**config.mk**
```make
export PLATFORM = sky130hd
export DESIGN_NAME = pong_uart_cmd
export DESIGN_NICKNAME = d
export VERILOG_FILES = /design/src/rtl/pong_uart_cmd.sv
export SDC_FILE = /design/constraint.sdc
export NUM_CORES = 1
export LEC_CHECK = 0
export CAP_MARGIN = 0
export CORE_ASPECT_RATIO = 1.4
export CORE_UTILIZATION = 40
export CTS_CLUSTER_DIAMETER = 40
export CTS_CLUSTER_SIZE = 14
export DETAILED_ROUTE_END_ITERATION = 16
export PLACE_DENSITY = 0.56
export RECOVER_POWER = 100
export SETUP_SLACK_MARGIN = 0.1
export SLEW_MARGIN = 25
export SYNTH_ARGS = -nofsm -noshare
export SYNTH_HDL_FRONTEND = slang
export SYNTH_SLANG_ARGS = --single-unit
```
**constraint.sdc**
```tcl
create_clock -name clk -period 3.3 [get_ports clk]
set_input_delay 0.66 -clock clk [delete_from_list [all_inputs] [get_ports clk]]
set_output_delay 0.66 -clock clk [all_outputs]
set_load 0.01 [all_outputs]
```
**src/rtl/pong_uart_cmd.sv**
```systemverilog
// pong_uart_cmd: UART receiver (8N1; 8E1 with PONG_UART_PARITY_EN) plus Pong command decoder.
// Ports: clk, rst_n (async low); uart_rx in; rx_data/rx_valid, frame_err, parity_err,
//   p1_up/p1_down/p2_up/p2_down (held levels), paused (level), game_reset (pulse).
// Optional feature macro: PONG_UART_PARITY_EN (even-parity bit between data and stop).
module pong_uart_cmd #(
  parameter int CLKS_PER_BIT = 868,
  parameter int HOLD_CLKS    = 5000000
) (
  input  logic       clk,
  input  logic       rst_n,
  input  logic       uart_rx,
  output logic [7:0] rx_data,
  output logic       rx_valid,
  output logic       frame_err,
  output logic       parity_err,
  output logic       p1_up,
  output logic       p1_down,
  output logic       p2_up,
  output logic       p2_down,
  output logic       paused,
  output logic       game_reset
);
  localparam int CW = $clog2(CLKS_PER_BIT);
  localparam int HW = $clog2(HOLD_CLKS + 1);
  localparam logic [CW-1:0] HALF  = CW'(CLKS_PER_BIT / 2);
  localparam logic [CW-1:0] LAST  = CW'(CLKS_PER_BIT - 1);
  localparam logic [HW-1:0] HLOAD = HW'(HOLD_CLKS - 1);

  localparam logic [2:0] S_IDLE  = 3'd0;
  localparam logic [2:0] S_START = 3'd1;
  localparam logic [2:0] S_DATA  = 3'd2;
  localparam logic [2:0] S_STOP  = 3'd4;
  localparam logic [2:0] S_WAIT  = 3'd5;
`ifdef PONG_UART_PARITY_EN
  localparam logic [2:0] S_PARITY = 3'd3;
  localparam logic [2:0] S_POST   = S_PARITY;
`else
  localparam logic [2:0] S_POST   = S_STOP;
`endif

  logic          r_sync1, r_sync2;
  logic          w_rx;
  logic [2:0]    r_state;
  logic [CW-1:0] r_cnt;
  logic [2:0]    r_idx;
  logic [7:0]    r_shift;
  logic [7:0]    r_data;
  logic          r_valid;
  logic          r_ferr;
  logic          w_par_bad;
`ifdef PONG_UART_PARITY_EN
  logic          r_par;
  logic          r_perr;
  assign w_par_bad  = ^{r_shift, r_par};
  assign parity_err = r_perr;
`else
  assign w_par_bad  = 1'b0;
  assign parity_err = 1'b0;
`endif

  assign w_rx = r_sync2;

  always_ff @(posedge clk or negedge rst_n) begin
    if (!rst_n) begin
      r_sync1 <= 1'b1;
      r_sync2 <= 1'b1;
    end else begin
      r_sync1 <= uart_rx;
      r_sync2 <= r_sync1;
    end
  end

  always_ff @(posedge clk or negedge rst_n) begin
    if (!rst_n) begin
      r_state <= S_IDLE;
      r_cnt   <= '0;
      r_idx   <= '0;
      r_shift <= '0;
      r_data  <= '0;
      r_valid <= 1'b0;
      r_ferr  <= 1'b0;
`ifdef PONG_UART_PARITY_EN
      r_par   <= 1'b0;
      r_perr  <= 1'b0;
`endif
    end else begin
      r_valid <= 1'b0;
      r_ferr  <= 1'b0;
`ifdef PONG_UART_PARITY_EN
      r_perr  <= 1'b0;
`endif
      case (r_state)
        S_IDLE: begin
          r_cnt <= '0;
          r_idx <= '0;
          if (!w_rx) r_state <= S_START;
        end
        S_START: begin
          if (r_cnt == HALF) begin
            r_cnt   <= '0;
            // a high mid-start sample is a glitch, not a frame
            r_state <= w_rx ? S_IDLE : S_DATA;
          end else begin
            r_cnt <= r_cnt + 1'b1;
          end
        end
        S_DATA: begin
          if (r_cnt == LAST) begin
            r_cnt   <= '0;
            r_shift <= {w_rx, r_shift[7:1]};
            r_idx   <= r_idx + 3'd1;
            if (r_idx == 3'd7) r_state <= S_POST;
          end else begin
            r_cnt <= r_cnt + 1'b1;
          end
        end
`ifdef PONG_UART_PARITY_EN
        S_PARITY: begin
          if (r_cnt == LAST) begin
            r_cnt   <= '0;
            r_par   <= w_rx;
            r_state <= S_STOP;
          end else begin
            r_cnt <= r_cnt + 1'b1;
          end
        end
`endif
        S_STOP: begin
          if (r_cnt == LAST) begin
            r_cnt <= '0;
            if (!w_rx) begin
              r_ferr  <= 1'b1;
              r_state <= S_WAIT;
            end else if (w_par_bad) begin
`ifdef PONG_UART_PARITY_EN
              r_perr  <= 1'b1;
`endif
              r_state <= S_IDLE;
            end else begin
              r_data  <= r_shift;
              r_valid <= 1'b1;
              r_state <= S_IDLE;
            end
          end else begin
            r_cnt <= r_cnt + 1'b1;
          end
        end
        S_WAIT: begin
          if (w_rx) r_state <= S_IDLE;
        end
        default: r_state <= S_IDLE;
      endcase
    end
  end

  // bit 5 folds ASCII case; only the two letter codes map onto each key
  logic [7:0] w_lc;
  logic       w_w, w_s, w_i, w_k, w_p, w_r;
  assign w_lc = r_data | 8'h20;
  assign w_w  = r_valid && (w_lc == 8'h77);
  assign w_s  = r_valid && (w_lc == 8'h73);
  assign w_i  = r_valid && (w_lc == 8'h69);
  assign w_k  = r_valid && (w_lc == 8'h6b);
  assign w_p  = r_valid && (w_lc == 8'h70);
  assign w_r  = r_valid && (w_lc == 8'h72);

  logic [HW-1:0] r_hold1, r_hold2;
  logic          r_p1u, r_p1d, r_p2u, r_p2d;
  logic          r_pause, r_grst;

  always_ff @(posedge clk or negedge rst_n) begin
    if (!rst_n) begin
      r_hold1 <= '0;
      r_hold2 <= '0;
      r_p1u   <= 1'b0;
      r_p1d   <= 1'b0;
      r_p2u   <= 1'b0;
      r_p2d   <= 1'b0;
      r_pause <= 1'b0;
      r_grst  <= 1'b0;
    end else begin
      r_grst <= w_r;
      if (w_p)      r_pause <= ~r_pause;
      else if (w_r) r_pause <= 1'b0;

      if (w_w || w_s) begin
        r_hold1 <= HLOAD;
        r_p1u   <= w_w;
        r_p1d   <= w_s;
      end else if (r_hold1 != '0) begin
        r_hold1 <= r_hold1 - 1'b1;
      end else begin
        r_p1u <= 1'b0;
        r_p1d <= 1'b0;
      end

      if (w_i || w_k) begin
        r_hold2 <= HLOAD;
        r_p2u   <= w_i;
        r_p2d   <= w_k;
      end else if (r_hold2 != '0) begin
        r_hold2 <= r_hold2 - 1'b1;
      end else begin
        r_p2u <= 1'b0;
        r_p2d <= 1'b0;
      end
    end
  end

  assign rx_data    = r_data;
  assign rx_valid   = r_valid;
  assign frame_err  = r_ferr;
  assign p1_up      = r_p1u;
  assign p1_down    = r_p1d;
  assign p2_up      = r_p2u;
  assign p2_down    = r_p2d;
  assign paused     = r_pause;
  assign game_reset = r_grst;
endmodule

```
==> run metrics <==
Ant. Diodes=0; vias=3459; Post-CTS Resized=0; sequential area share after synthesis=49.7%; mapped cell area=4430 um^2; Hold Path Class=in -> async; Peak supply drop=about 0.00024 V; Yosys cell types=57; share of cells above drive strength 1=9.77%; Inserted Clock Buffers=9; Starting Density=41.0%; met3 usage=3.84%; Synth Warn #=0; vias in the first global route=3331; Post-Syn Area per Cell=9.83 um^2; Worst-Skew Late Latency=approximately 0.34 ns; Slew Limit Headroom=17.5%; gp weighted congestion=0.837; Via-to-Cell Ratio=between 5 and 6; area grow syn2layout=14.1%; origin of the critical flop-to-flop path=r_cnt[1]; clock transition at the registers of the reported paths=0.06 ns; PortBufs=18; final cycle utilization of the critical path=85.5%; dpl cell area=4750 um^2; Design Area, Final=about 5100 um^2; min cycle time layout=2.82 ns; CTS root buffer=clkbuf_16; Critical path origin=r_cnt[1]; Tightest Pin Transition=approximately 1.2 ns; CP max FO=8; skew final=0.00951 ns; Cells after Synth=about 450; clk sinks=88; die height=approximately 130 um; Hold-fix buffers, CTS=0; CP endpoint=r_cnt[6]; Yosys top cell by area=dfrtp_1; # setup viols final=0; Max Clock Freq=about 350 MHz; Initial DRC Count=170; met2 Track Usage GR=30.7%; EDFF count, synth=0; DRT Pass-1 Iters=4; Worst setup SP type=flop; cell count after placement=about 600; FF+latch count, synth=about 90; final net count=~480; largest net degree at the start of global routing=48; Final ANT Viol Nets=0; die area=11500 um^2; worst r2r path cells=6; Routed wire per std cell=15.3 um; Fillers=just over 1000; GRT busiest layer=met2; WS Path Type=reg -> reg; critical path required time=between 3 and 4 ns; max-slew violations=0; grt ovf=0; number of antenna violations at the first check in global routing=0; worst r2r dst=r_cnt[6]; first-pass GRT wire length=16.1 mm; Total GRT Usage=~18%; cell row count=45; # Post-CTS Setup Buffers=0; CTS Buffer Depth=2; static leakage=2.50 nW; RSZ-0062 raised after global routing=no; TNS Setup=0 ns; Max Cap Viol=0; CTS tree=yes; post-synth top area share=48.6%; DRT Wirelength=9.39 mm; dpl hpwl=6.58 mm; num ports=20; largest cells by area after synthesis=dfrtp_1 (49%), mux2_2 (4.3%), or3_1 (3.7%), o21ai_0 (3.6%), nand2_1 (3.4%); nature of the critical path endpoint=flop; Synth Net Count=460; status=complete, no violations; GRT met1 Usage=21.1%; Post-synth ARST share=100%; predominant post-synthesis flop cell=dfrtp_1; FF-to-FF setup slack=0.48 ns; Die X=91.0 um; top cells by count, synth=dfrtp_1 (86), nand2_1 (40), o21ai_0 (32); # DRC=0; Core Region=10800 um^2; CP arrival=roughly 3.0 ns; Fin. Hold Viols=0; Final Non-Filler Cells=between 600 and 700; H-tree Lvls=3; top-count cell post-synth=dfrtp_1; Cell Pwr Density=451 nW/um^2
==> logic make-up (layout without fill, tap and decap cells) <==
| logic type | after synthesis | after routing | share of synthesized area, % |
|---|---|---|---|
| compound gates | 90 | 90 | 12.9 |
| mux | 18 | 18 | 4.55 |
| xor+xnor | 15 | 15 | 2.96 |
| fa+ha+maj | 7 | 7 | 1.92 |
| buf+inv | 30 | 50 | 2.74 |
| other cells | 1 | 1 | 0.0846 |
| flops | 88 | 88 | 49.7 |
| simple gates | 202 | 202 | 25.1 |
==> critical path: stages (launching register included) <==
cell and delay (ns):
dfrtp_1 0.39, ha_1 0.23, or4bb_1 0.42, or3_1 0.45, maj3_1 0.38, o21ai_0 0.59, o32ai_1 0.18
==> power by group <==
group	leakage, nW	internal (mW)	switching (mW)
clock network	0.162	0.761	0.415
logic	1.13	0.00258	0.0219
registers	1.21	1.08	0.00146
==> cells in the final DEF (no fill, tap or decap), types with 4 or more instances in the layout <==
cell and instances:
or2_2 5, nand2_1 40, or3_1 26, dfrtp_1 86, a21oi_1 17, o31ai_1 7
inv_1 10, clkbuf_16 9, dlygate4sd3_1 17, xor2_1 7, nand2b_1 6, nand4_1 5
a22o_1 5, or4_1 14, mux2_2 17, o21ai_0 35, xnor2_1 8, buf_4 4
nor2_1 31, and3_1 4, nor4_1 11, clkbuf_1 4, nand3_1 24, nor3_1 15
o32ai_1 5, o211ai_1 5, nand3b_1 4, ha_1 6
==> stage by stage <==
step           util [%]  worst slack [ns]  power, mW  hold WS, ns
3_3_place_gp       44.0             0.747       1.13        0.345
5_1_grt            46.8             0.305       2.37        0.360
4_1_cts            47.2             0.741       2.31        0.340
2_1_floorplan         -              1.01       1.10        0.345
3_5_place_dp       44.0             0.756       1.13        0.350
6_report           46.8             0.479       2.28        0.312
==> sequential cells by signal, indices dropped and copies added (netlist names) <==
register    count
r_sync1         1
p2_up           1
paused          1
p2_down         1
p1_up           1
r_shift         8
r_cnt          10
p1_down         1
r_hold1        23
r_sync2         1
rx_data         8
r_state         3
r_hold2        23
game_reset      1
frame_err       1
r_idx           3
rx_valid        1
==> per-layer routing <==
layer	vias to the layer above	wire, um
li1	1691	-
met2	43	4860
met4	0	167
met1	1710	4170
met3	15	201
met5	-	0
==> worst min path at each step <==
stage | startpoint | to | slack, ns
global placement | r_sync1 | r_sync2 | 0.35
CTS | rst_n | r_hold2[21] | 0.34
floorplan | r_sync1 | r_sync2 | 0.35
detailed placement | r_sync1 | r_sync2 | 0.35
global route | rst_n | r_hold2[21] | 0.36
finish | rst_n | r_hold2[21] | 0.31
==> cell type report <==
| class | instances | area [um^2] | area share [%] |
|---|---|---|---|
| inverter | 10 | 37.5 | 0.742 |
| clock buffer | 11 | 243 | 4.80 |
| clock inverter | 5 | 105 | 2.08 |
| sequential | 88 | 2200 | 43.6 |
| timing repair buffer | 24 | 211 | 4.18 |
| tap | 141 | 176 | 3.49 |
| multi-input combinational | 333 | 2080 | 41.1 |
Note: power is estimated with default switching activity, not from simulation.
